<file path="src/rtl/counter_load_sequencer.sv">
// counter_load_sequencer: 8254 control-word decode and per-counter load sequencing.
// Define COUNTER_LATCH_CMD_EN to add the LATCH output pulsed by RW=00 latch commands.
module counter_load_sequencer #(
  parameter int LOAD_HOLD = 2
) (
  input  logic        CLK,
  input  logic        RESET,
  input  logic        WR,
  input  logic [1:0]  ADDR,
  input  logic [7:0]  DATA_IN,
  output logic [2:0]  COUNTER_SELECTOR,
  output logic [2:0]  NEW_COUNT,
  output logic [2:0]  TWO_BYTE_COUNTER,
  output logic [23:0] INITIAL_COUNT,
  output logic [8:0]  MODE,
  output logic [2:0]  BCD,
  output logic [5:0]  CNT_RW
`ifdef COUNTER_LATCH_CMD_EN
  ,
  output logic [2:0]  LATCH
`endif
);
  localparam int HW = $clog2(LOAD_HOLD + 1);
  typedef enum logic [2:0] {UNPROG, SELPULSE, WAIT_FIRST, WAIT_SECOND, HOLD, RUN} state_e;
  state_e        state_q [3];
  state_e        state_d [3];
  logic [HW-1:0] hold_q [3];
  logic [HW-1:0] hold_d [3];
  logic [2:0]    sel_q, sel_d, nc_q, nc_d, bcd_q, bcd_d;
  logic [23:0]   init_q, init_d;
  logic [8:0]    mode_q, mode_d;
  logic [5:0]    rw_q, rw_d;
  logic          cw_wr;
  logic [2:0]    m_in;
  assign cw_wr = WR && ADDR == 2'd3 && DATA_IN[7:6] != 2'd3 && DATA_IN[5:4] != 2'd0;
  // Modes 6/7 alias onto 2/3
  assign m_in = (DATA_IN[3] && DATA_IN[2]) ? {1'b0, DATA_IN[2:1]} : DATA_IN[3:1];
  always_comb begin
    sel_d  = sel_q;
    nc_d   = nc_q;
    bcd_d  = bcd_q;
    init_d = init_q;
    mode_d = mode_q;
    rw_d   = rw_q;
    for (int n = 0; n < 3; n++) begin
      state_d[n] = state_q[n];
      hold_d[n]  = hold_q[n];
      if (cw_wr && DATA_IN[7:6] == 2'(n)) begin
        mode_d[3*n +: 3] = m_in;
        bcd_d[n]         = DATA_IN[0];
        rw_d[2*n +: 2]   = DATA_IN[5:4];
        sel_d[n]         = 1'b0;
        nc_d[n]          = 1'b0;
        state_d[n]       = SELPULSE;
      end else begin
        if (state_q[n] == SELPULSE) begin
          sel_d[n]   = 1'b1;
          state_d[n] = WAIT_FIRST;
        end
        // The byte after an LSB in two-byte mode is the MSB; everything else restarts the load
        if (WR && ADDR == 2'(n) && state_q[n] != UNPROG) begin
          init_d[8*n +: 8] = DATA_IN;
          nc_d[n]          = 1'b0;
          state_d[n]       = (state_q[n] == WAIT_SECOND || rw_q[2*n +: 2] != 2'b11) ? HOLD : WAIT_SECOND;
          hold_d[n]        = HW'(LOAD_HOLD);
        end else if (state_q[n] == HOLD) begin
          hold_d[n] = hold_q[n] - HW'(1);
          if (hold_q[n] == HW'(1)) begin
            nc_d[n]    = 1'b1;
            state_d[n] = RUN;
          end
        end
      end
    end
  end
  always_ff @(posedge CLK) begin
    if (RESET) begin
      sel_q  <= '0;
      nc_q   <= '1;
      bcd_q  <= '0;
      init_q <= '0;
      mode_q <= '0;
      rw_q   <= '0;
      for (int n = 0; n < 3; n++) begin
        state_q[n] <= UNPROG;
        hold_q[n]  <= '0;
      end
    end else begin
      sel_q  <= sel_d;
      nc_q   <= nc_d;
      bcd_q  <= bcd_d;
      init_q <= init_d;
      mode_q <= mode_d;
      rw_q   <= rw_d;
      for (int n = 0; n < 3; n++) begin
        state_q[n] <= state_d[n];
        hold_q[n]  <= hold_d[n];
      end
    end
  end
  assign COUNTER_SELECTOR = sel_q;
  assign NEW_COUNT        = nc_q;
  assign TWO_BYTE_COUNTER = {&rw_q[5:4], &rw_q[3:2], &rw_q[1:0]};
  assign INITIAL_COUNT    = init_q;
  assign MODE             = mode_q;
  assign BCD              = bcd_q;
  assign CNT_RW           = rw_q;
`ifdef COUNTER_LATCH_CMD_EN
  logic [2:0] latch_q;
  always_ff @(posedge CLK) begin
    latch_q <= RESET ? 3'b000 : ({3{WR && ADDR == 2'd3 && DATA_IN[5:4] == 2'd0}} & (3'b001 << DATA_IN[7:6]));
  end
  assign LATCH = latch_q;
`endif
endmodule

</file>
<file path="config.mk">
export PLATFORM = sky130hd
export DESIGN_NAME = counter_load_sequencer
export DESIGN_NICKNAME = d
export VERILOG_FILES = /design/src/rtl/counter_load_sequencer.sv
export SDC_FILE = /design/constraint.sdc
export NUM_CORES = 1
export LEC_CHECK = 0
export ABC_AREA = 1
export CORE_UTILIZATION = 40
export DETAILED_ROUTE_END_ITERATION = 8
export PLACE_DENSITY = 0.72
export SETUP_SLACK_MARGIN = 0.1
export SLEW_MARGIN = 20
export SYNTH_ARGS = -nofsm -noshare
export SYNTH_HDL_FRONTEND = slang
export SYNTH_SLANG_ARGS = --single-unit
</file>
<file path="constraint.sdc">
create_clock -name CLK -period 2.5 [get_ports CLK]
set_input_delay 0.5 -clock CLK [delete_from_list [all_inputs] [get_ports CLK]]
set_output_delay 0.5 -clock CLK [all_outputs]
set_load 0.1 [all_outputs]
</file>
==> results of run 1 <==
==> kinds of logic (layout without fill, tap and decap cells) <==
logic type / Yosys count / count (layout)
flops: 63 / 63
fa+ha+maj: 3 / 3
compound gates: 81 / 81
buf+inv: 60 / 129
simple gates: 142 / 142
==> sequential cells by signal, indices dropped and copies added, names as in the netlist <==
register,cells
hold_q,6
CNT_RW,6
BCD,3
COUNTER_SELECTOR,3
MODE,9
INITIAL_COUNT,24
state_q,9
NEW_COUNT,3
==> report_power, final <==
part	internal (W)	switching [W]
clock	0.000540	0.000372
sequential	0.00101	0.00000647
combinational	0.0000525	0.000134
total	0.00161	0.000512
==> cells in the mapped netlist <==
cell	n
o21ai_2	4
nor2_1	63
o211a_1	2
o21ai_0	42
nand3_1	9
nand2_1	55
buf_4	4
inv_1	42
nand3_2	6
a211oi_2	1
buf_2	2
buf_6	6
dfxtp_1	63
o21ai_1	4
a31oi_1	2
a21oi_2	1
inv_2	3
a21oi_1	25
nor2_4	1
nor2_2	2
ha_1	3
clkbuf_1	2
nor3b_1	4
nand2_2	2
buf_1	1
==> critical path, cell delays in order <==
cell,delay [ns]
clkdlybuf4s50_1,0.54
a21oi_2,0.28
nand3_2,0.33
nand2_1,0.24
nand2_1,0.07
nand2_1,0.06
nor2_1,0.03
==> through the flow <==
| stage | cells | utilization (%) | hold WS [ns] |
|---|---|---|---|
| 2_1_floorplan | 349 | - | 0.498 |
| 3_3_place_gp | 479 | 50.0 | 0.432 |
| 3_5_place_dp | 479 | 50.0 | 0.436 |
| 4_1_cts | 495 | 53.3 | 0.446 |
| 5_1_grt | 495 | 53.3 | 0.470 |
| 6_report | 495 | 53.3 | 0.445 |
==> final cells by class <==
type	instances	area, um2
fillers	626	2970
flip-flops and latches	63	1260
multi-input cells	226	1100
repair buffers	68	553
clock buffers	13	169
inverters	45	169
well taps	77	96.3
clock inverters	3	40.0
==> cell usage in the layout, fill, tap and decap left out <==
cell / instances
a21oi_2: 1
clkdlybuf4s50_1: 12
nor3b_1: 4
clkbuf_1: 1
dfxtp_1: 63
inv_2: 3
nand2_2: 2
nand3_1: 9
nor2_4: 1
nand2_1: 55
buf_12: 1
clkinv_2: 2
clkbuf_8: 12
o21ai_2: 4
buf_4: 55
a211oi_2: 1
nor2_2: 2
a21oi_1: 25
ha_1: 3
o211a_1: 2
inv_1: 42
bufinv_16: 1
nand3_2: 6
nor2_1: 63
a31oi_1: 2
o21ai_1: 4
o21ai_0: 42
==> final timing paths <==
| path | from | to | slack [ns] | depth (start not counted) |
|---|---|---|---|---|
| setup / recovery | DATA_IN[7] | hold_q[0][3] | 0.68 | 7 |
| hold / removal | BCD[0] | BCD[0] | 0.44 | 2 |
| setup reg to reg | state_q[0][1] | state_q[0][2] | 1.07 | 6 |
| hold reg to reg | BCD[0] | BCD[0] | 0.44 | 2 |
==> layer usage <==
metal  GRT usage, %  up-vias  part of all wire [%]  wire [um]
met1           25.7     1084                    49       3100
met4           9.09        0                   2.1        130
met2           28.2       61                    44       2810
met5              0        -                     0          0
met3           4.47       12                   4.7        296
li1               -     1237                     -          -
==> impl_metrics.env, run 1 <==
export IMPL_die_h_um=83.3
export IMPL_cp_max_fo=15
export IMPL_grt_use_total_pct=18.9
export IMPL_post_cts_buffers=0
export IMPL_grt_pass1_wl_mm=10.3
export IMPL_synth_seq_area_share_pct=47.7
export IMPL_finalCritPeriodShare_pct=72.9
export IMPL_io_pins=64
export IMPL_grt_overflow=0
export IMPL_synthSimpleGateAreaFrac_pct=23.2
export IMPL_place_ws_ns=0.341
export IMPL_rows=29
export IMPL_clkTransAtPathRegs_ns=0.07
export IMPL_clock_sinks=63
export IMPL_die_area_um2=6940
export IMPL_vias=2394
export IMPL_cts_buffers=9
export IMPL_timing_final_crit_period_ns=1.82
export IMPL_syn_instance_count=349
export IMPL_crit_path_end_kind="flop"
export IMPL_grt_max_degree=46
export IMPL_synthesis_area_um2=2650
export IMPL_synth_top_area_share_pct=47.7
export IMPL_n_antenna_cell=0
export IMPL_synth_top_area_cell="dfxtp_1"
export IMPL_finalSetupTns_ns=0
export IMPL_cts_tree="done"
export IMPL_worst_slack_ns=0.677
export IMPL_routed_wl_mm=6.33
export IMPL_power_density_nw_per_um2=626
export IMPL_clk_latency_ns=0.33
export IMPL_worst_pin_slew_ns=0.409
export IMPL_leakagePower_nw=1.60
export IMPL_crit_arrival_ns=2.05
export IMPL_place_area_um2=3180
export IMPL_drv_slew=0
export IMPL_area_growth_pct=28.0
export IMPL_max_freq_mhz=549
export IMPL_status="finished, final reports clean"
export IMPL_gp_congestion=0.788
export IMPL_yosys_cell_types_count=25
export IMPL_nets=429
export IMPL_htreeDepth=3
export IMPL_cts_buffer_depth=2
export IMPL_synth_fp_nets=365
export IMPL_ctsRootBufferMaster="clkbuf_8"
export IMPL_vias_per_cell=4.84
export IMPL_synth_top_family_by_area="simple AND/OR/NAND/NOR gates"
export IMPL_core_area_um2=6350
export IMPL_grt_pass1_vias=2117
export IMPL_start_util_pct=41.7
export IMPL_portBuffers=63
export IMPL_antenna_found_initial=0
export IMPL_fin_skew_ns=0.00836
export IMPL_crit_type="input port to flop"
export IMPL_setup_violations_final=0
export IMPL_hp_class="flop to flop"
export IMPL_yosys_warnings=0
export IMPL_hold_viol=0
export IMPL_fp_dieW_um=83.3
export IMPL_synth_mux_area_share_pct=0
export IMPL_dr_pass1_iters=4
export IMPL_antenna_left=0
export IMPL_drc_errors=0
export IMPL_dr_first_iter_drc_count=188
export IMPL_vdd_ir_drop_max_uv=331
export IMPL_wl_per_cell_um=12.8
export IMPL_cp_start_kind="input port"
export IMPL_cap_violations=0
export IMPL_p_total_w=0.00212
export IMPL_yosys_area_share_adder_pct=1.42
export IMPL_rsz0062_at_grt="no"
export IMPL_hpwlAfterDp_mm=4.41
export IMPL_drive_gt1_share_pct=21.8
export IMPL_stdcell_area_um2=3380
export IMPL_cts_hold_buffers=0
export IMPL_ctsResizeCount=0
export IMPL_synth_compound_area_share_pct=16.8
export IMPL_relSlewSlack_pct=72.7
export IMPL_syn_avg_cell_area_um2=7.58
export IMPL_synth_xor_area_share_pct=0
export IMPL_synth_area_top_cells="dfxtp_1 (48%), nor2_1 (8.9%), o21ai_0 (7.9%)"
export IMPL_required_ns=2.72
export IMPL_ys_ff_latch=63
Power figures use the tool's default switching activity.
==> run 2, diff against run 1 <==
==> constraint.sdc (replaced) <==
create_clock -name CLK -period 1.9 [get_ports CLK]
set_input_delay 0.38 -clock CLK [delete_from_list [all_inputs] [get_ports CLK]]
set_output_delay 0.38 -clock CLK [all_outputs]
set_load 0.1 [all_outputs]
==> impl_metrics.env, run 2 (synthesis results as in run 1) <==
export IMPL_cp_max_fo=13
export IMPL_fin_skew_ns=0.00799
export IMPL_rows=29
export IMPL_gp_congestion=0.808
export IMPL_crit_path_end_kind="flop"
export IMPL_cts_buffer_depth=2
export IMPL_dr_pass1_iters=6
export IMPL_relSlewSlack_pct=72.8
export IMPL_fp_dieW_um=83.3
export IMPL_grt_max_degree=42
export IMPL_antenna_left=0
export IMPL_drive_gt1_share_pct=25.7
export IMPL_hold_viol=0
export IMPL_hold_end="BCD[0]"
export IMPL_antenna_found_initial=0
export IMPL_ctsResizeCount=0
export IMPL_grt_pass1_vias=2291
export IMPL_ctsRootBufferMaster="clkbuf_8"
export IMPL_post_cts_buffers=0
export IMPL_cap_violations=0
export IMPL_cts_buffers=9
export IMPL_leakagePower_nw=1.70
export IMPL_crit_arrival_ns=1.74
export IMPL_cts_tree="done"
export IMPL_largest_reg_flops=24
export IMPL_start_util_pct=41.7
export IMPL_die_area_um2=6940
export IMPL_fillers=597
export IMPL_drc_errors=0
export IMPL_finalSetupTns_ns=0
export IMPL_required_ns=2.12
export IMPL_hp_class="flop to flop"
export IMPL_place_area_um2=3450
export IMPL_multi_input_area_um2=1100
export IMPL_crit_type="input port to flop"
export IMPL_vias=2514
export IMPL_area_growth_pct=37.8
export IMPL_stdcell_area_um2=3640
export IMPL_hold_path_depth=2
export IMPL_timing_final_crit_period_ns=1.52
export IMPL_routed_wl_mm=6.62
export IMPL_layout_commonest_cell="nor2_1"
export IMPL_hpwlAfterDp_mm=4.81
export IMPL_mostFrequentLayoutCells="nor2_1 (63), dfxtp_1 (57), buf_4 (56), nand2_1 (55), o21ai_0 (42)"
export IMPL_grt_pass1_wl_mm=10.9
export IMPL_portBuffers=63
export IMPL_seqCellArea_um2=1270
export IMPL_r2r_slack_ns=0.60
export IMPL_hold_start="BCD[0]"
export IMPL_clkTransAtPathRegs_ns=0.06
export IMPL_reg2reg_to="INITIAL_COUNT[3]"
export IMPL_power_density_nw_per_um2=754
export IMPL_rsz0062_at_grt="no"
export IMPL_status="finished, final reports clean"
export IMPL_grt_use_total_pct=20.1
export IMPL_dr_first_iter_drc_count=181
export IMPL_htreeDepth=3
export IMPL_drv_slew=0
export IMPL_cp_start_kind="input port"
export IMPL_placed_cells=493
export IMPL_r2r_cells=7
export IMPL_setup_violations_final=0
export IMPL_max_freq_mhz=659
export IMPL_finalCritPeriodShare_pct=79.8
export IMPL_n_antenna_cell=0
export IMPL_crit_slowest_cell="clkdlybuf4s50_1"
export IMPL_vdd_ir_drop_max_uv=408
export IMPL_wl_per_cell_um=13.0
export IMPL_path_cells="clkdlybuf4s50_1 -> inv_1 -> a21oi_2 -> nand3_2 -> buf_12 -> o21ai_0 -> a21oi_1"
export IMPL_vias_per_cell=4.94
export IMPL_timing_rr_start="state_q[0][1]"
export IMPL_grt_overflow=0
export IMPL_clk_latency_ns=0.34
export IMPL_cts_hold_buffers=0
export IMPL_core_area_um2=6350
export IMPL_final_cells=509
export IMPL_io_pins=64
export IMPL_nets=443
export IMPL_die_h_um=83.3
export IMPL_clock_sinks=63
export IMPL_cpPeakStageDelay_ns=0.53
export IMPL_worst_pin_slew_ns=0.406
## run 2: cell count changes in the layout (fill, tap and decap cells not counted)
cell        delta
buf_4          +1
dfxtp_1        -6
buf_12        +13
clkinv_2       +1
clkbuf_1       +1
inv_1          -1
dfxtp_2        +6
clkbuf_8       -2
clkinvlp_4     +1
## run 2: layer usage
metal	track usage, %	part of all wire, %	up-vias
met5	0	0	-
met1	26.2	44	1150
met3	4.57	5.7	12
li1	-	-	1272
met2	31.4	48	80
met4	10.0	1.9	0
## run 2: worst max-delay path: cells and delay by family
family	cells	cell delay [ns]
AO/OA/AOI/OAI	3	0.41
AND/OR/NAND/NOR	1	0.16
buffers and inverters	3	0.78
## run 2: stage by stage
| step | utilization (%) | total power [W] | worst slack, ns | hold slack (ns) |
|---|---|---|---|---|
| finish | 57.4 | 0.00275 | 0.383 | 0.446 |
| floorplan | - | 0.00153 | 0.123 | 0.449 |
| CTS | 57.4 | 0.00277 | 0.402 | 0.449 |
| global placement | 54.4 | 0.00163 | 0.0816 | 0.434 |
| global route | 57.4 | 0.00284 | 0.274 | 0.474 |
| detailed placement | 54.4 | 0.00164 | 0.0467 | 0.439 |
## run 2: worst max path at each step
| stage | slack, ns | startpoint | depth (start not counted) | end |
|---|---|---|---|---|
| 2_1_floorplan | 0.12 | CNT_RW[0] | 2 | TWO_BYTE_COUNTER[0] |
| 3_3_place_gp | 0.08 | DATA_IN[7] | 6 | CNT_RW[2] |
| 3_5_place_dp | 0.05 | ADDR[1] | 7 | BCD[1] |
| 4_1_cts | 0.40 | ADDR[1] | 7 | BCD[1] |
| 5_1_grt | 0.27 | ADDR[1] | 7 | BCD[1] |
| 6_report | 0.38 | ADDR[1] | 7 | BCD[1] |
## run 2: cell type report
type	count	share of cell area (%)
Tap cell	77	2.64
Inverter	45	4.74
Sequential cell	63	34.8
Clock inverter	4	1.24
Clock buffer	12	3.98
Timing Repair Buffer	82	22.5
Multi-Input combinational cell	226	30.1
## run 2: power by group
| group | leakage [nW] | total, W | internal [W] | switching, W |
|---|---|---|---|---|
| Sequential | 0.512 | 0.00135 | 0.00134 | 0.0000104 |
| Clock | 0.100 | 0.00114 | 0.000636 | 0.000505 |
| Combinational | 1.08 | 0.000262 | 0.0000815 | 0.000180 |
| Total | 1.70 | 0.00275 | 0.00205 | 0.000696 |
==> run 3, diff against run 2 <==
==> constraint.sdc (replaced) <==
create_clock -name CLK -period 1.4 [get_ports CLK]
set_input_delay 0.28 -clock CLK [delete_from_list [all_inputs] [get_ports CLK]]
set_output_delay 0.28 -clock CLK [all_outputs]
set_load 0.1 [all_outputs]
==> impl_metrics.env, run 3 (synthesis results as in run 1) <==
export IMPL_cpPeakStageDelay_ns=0.35
export IMPL_dr_first_iter_drc_count=149
export IMPL_crit_path_end_kind="output pin"
export IMPL_htreeDepth=3
export IMPL_finalCritPeriodShare_pct=93.8
export IMPL_hp_class="flop to flop"
export IMPL_r2r_slack_ns=0.17
export IMPL_p_int_w=0.00266
export IMPL_clkTransAtPathRegs_ns=0.06
export IMPL_crit_family="flip-flops"
export IMPL_vias=2647
export IMPL_grt_max_degree=41
export IMPL_timing_final_crit_period_ns=1.31
export IMPL_path_buf_inv=2
export IMPL_hold_viol=0
export IMPL_antenna_found_initial=0
export IMPL_crit_arrival_ns=1.03
export IMPL_rsz0062_at_grt="yes"
export IMPL_status="finished, final reports clean"
export IMPL_routed_wl_mm=7.43
export IMPL_cp_max_fo=2
export IMPL_clk_latency_ns=0.33
export IMPL_wl_per_cell_um=13.9
export IMPL_grt_pass1_vias=2565
export IMPL_worst_slack_ns=0.0875
export IMPL_power_density_nw_per_um2=801
export IMPL_fin_skew_ns=0.00683
export IMPL_gp_congestion=0.910
export IMPL_cp_start_kind="flop"
export IMPL_cap_violations=0
export IMPL_cts_tree="done"
export IMPL_portBuffers=63
export IMPL_vdd_ir_drop_max_uv=502
export IMPL_start_util_pct=41.7
export IMPL_whs_ns=0.483
export IMPL_grt_pass1_wl_mm=11.9
export IMPL_fp_dieW_um=83.3
export IMPL_drc_errors=0
export IMPL_clock_sinks=63
export IMPL_layout_commonest_cell="nor2_1"
export IMPL_power_frac_comb_pct=11.9
export IMPL_max_freq_mhz=762
export IMPL_final_core_util_pct=70.3
export IMPL_ctsRootBufferMaster="clkbuf_8"
export IMPL_finalSetupTns_ns=0
export IMPL_drive_gt1_share_pct=34.9
export IMPL_dr_pass1_iters=4
export IMPL_relSlewSlack_pct=71.1
export IMPL_die_h_um=83.3
export IMPL_nets=470
export IMPL_area_growth_pct=68.8
export IMPL_cts_buffer_depth=2
export IMPL_sw_frac_of_total_pct=25.7
export IMPL_fillers=468
export IMPL_drv_slew=0
export IMPL_path_cells="nand2_4 -> clkinvlp_4 -> buf_12"
export IMPL_leakagePower_nw=2.00
export IMPL_p_total_w=0.00358
export IMPL_die_area_um2=6940
export IMPL_vias_per_cell=4.94
export IMPL_worst_pin_slew_ns=0.432
export IMPL_crit_type="flop to output pin"
export IMPL_largest_reg_flops=24
export IMPL_rows=29
export IMPL_grt_overflow=0
export IMPL_required_ns=1.12
export IMPL_n_antenna_cell=0
export IMPL_io_pins=64
export IMPL_p_sw_w=0.000920
export IMPL_crit_slowest_cell="dfxtp_4"
export IMPL_hpwlAfterDp_mm=5.18
export IMPL_cts_buffers=9
export IMPL_place_ws_ns=-0.393
export IMPL_setup_violations_final=0
export IMPL_clkPwrFrac_pct=37.1
export IMPL_antenna_left=0
export IMPL_mostFrequentLayoutCells="nor2_1 (59), buf_12 (54), dfxtp_1 (49), nand2_1 (48), buf_4 (40)"
export IMPL_core_area_um2=6350
export IMPL_grt_use_total_pct=21.7
export IMPL_p_seq_share_pct=51.0
run 3: final timing paths:
| kind | to | from | cells after the start |
|---|---|---|---|
| setup / recovery | TWO_BYTE_COUNTER[0] | CNT_RW[1] | 3 |
| hold / removal | BCD[0] | BCD[0] | 2 |
| setup reg to reg | INITIAL_COUNT[10] | state_q[0][3] | 7 |
| hold reg to reg | BCD[0] | BCD[0] | 2 |
run 3: worst min-delay path, delay by kind of cell (launching register included):
family / cells / cell delay (ns)
flops: 1 / 0.33
compound gates: 1 / 0.05
buf+inv: 1 / 0.06
run 3: metal layers:
layer,share of wire (%),vias up,GRT usage [%],wire [um]
li1,-,1324,-,-
met4,2.3,0,9.56,170
met1,41,1230,24.4,3040
met5,0,-,0,0
met2,51,81,38.0,3820
met3,5.4,12,6.06,402
run 3: per-stage QoR:
stage	std cells	area, um2
after floorplan	349	2700
after global placement	507	4100
after detailed placement	507	4100
after CTS	532	4370
after global routing	536	4470
final	536	4470
run 3: cell type report:
class / instances / area [um2] / share of cell area, %
timing repair buffer: 109 / 1550 / 34.6
sequential: 63 / 1290 / 29.0
multi-input combinational: 226 / 1180 / 26.4
tap: 77 / 96.3 / 2.16
clock inverter: 1 / 5.00 / 0.112
clock buffer: 15 / 156 / 3.50
inverter: 45 / 188 / 4.20
run 3: power by group through the flow:
stage	combinational (W)	clock (W)	sequential, W
after floorplan	0.0000985	0	0.00197
after global placement	0.000397	0	0.00186
after detailed placement	0.000401	0	0.00187
after CTS	0.000412	0.00135	0.00182
after global routing	0.000450	0.00145	0.00182
final	0.000427	0.00133	0.00182
run 3: repair_timing:
item	CTS	global route
gates resized for setup	14	26
endpoints found under the hold margin	0	0
pin swaps	6	8
setup buffers	9	4
hold buffers	0	0
setup endpoints to repair	41	62
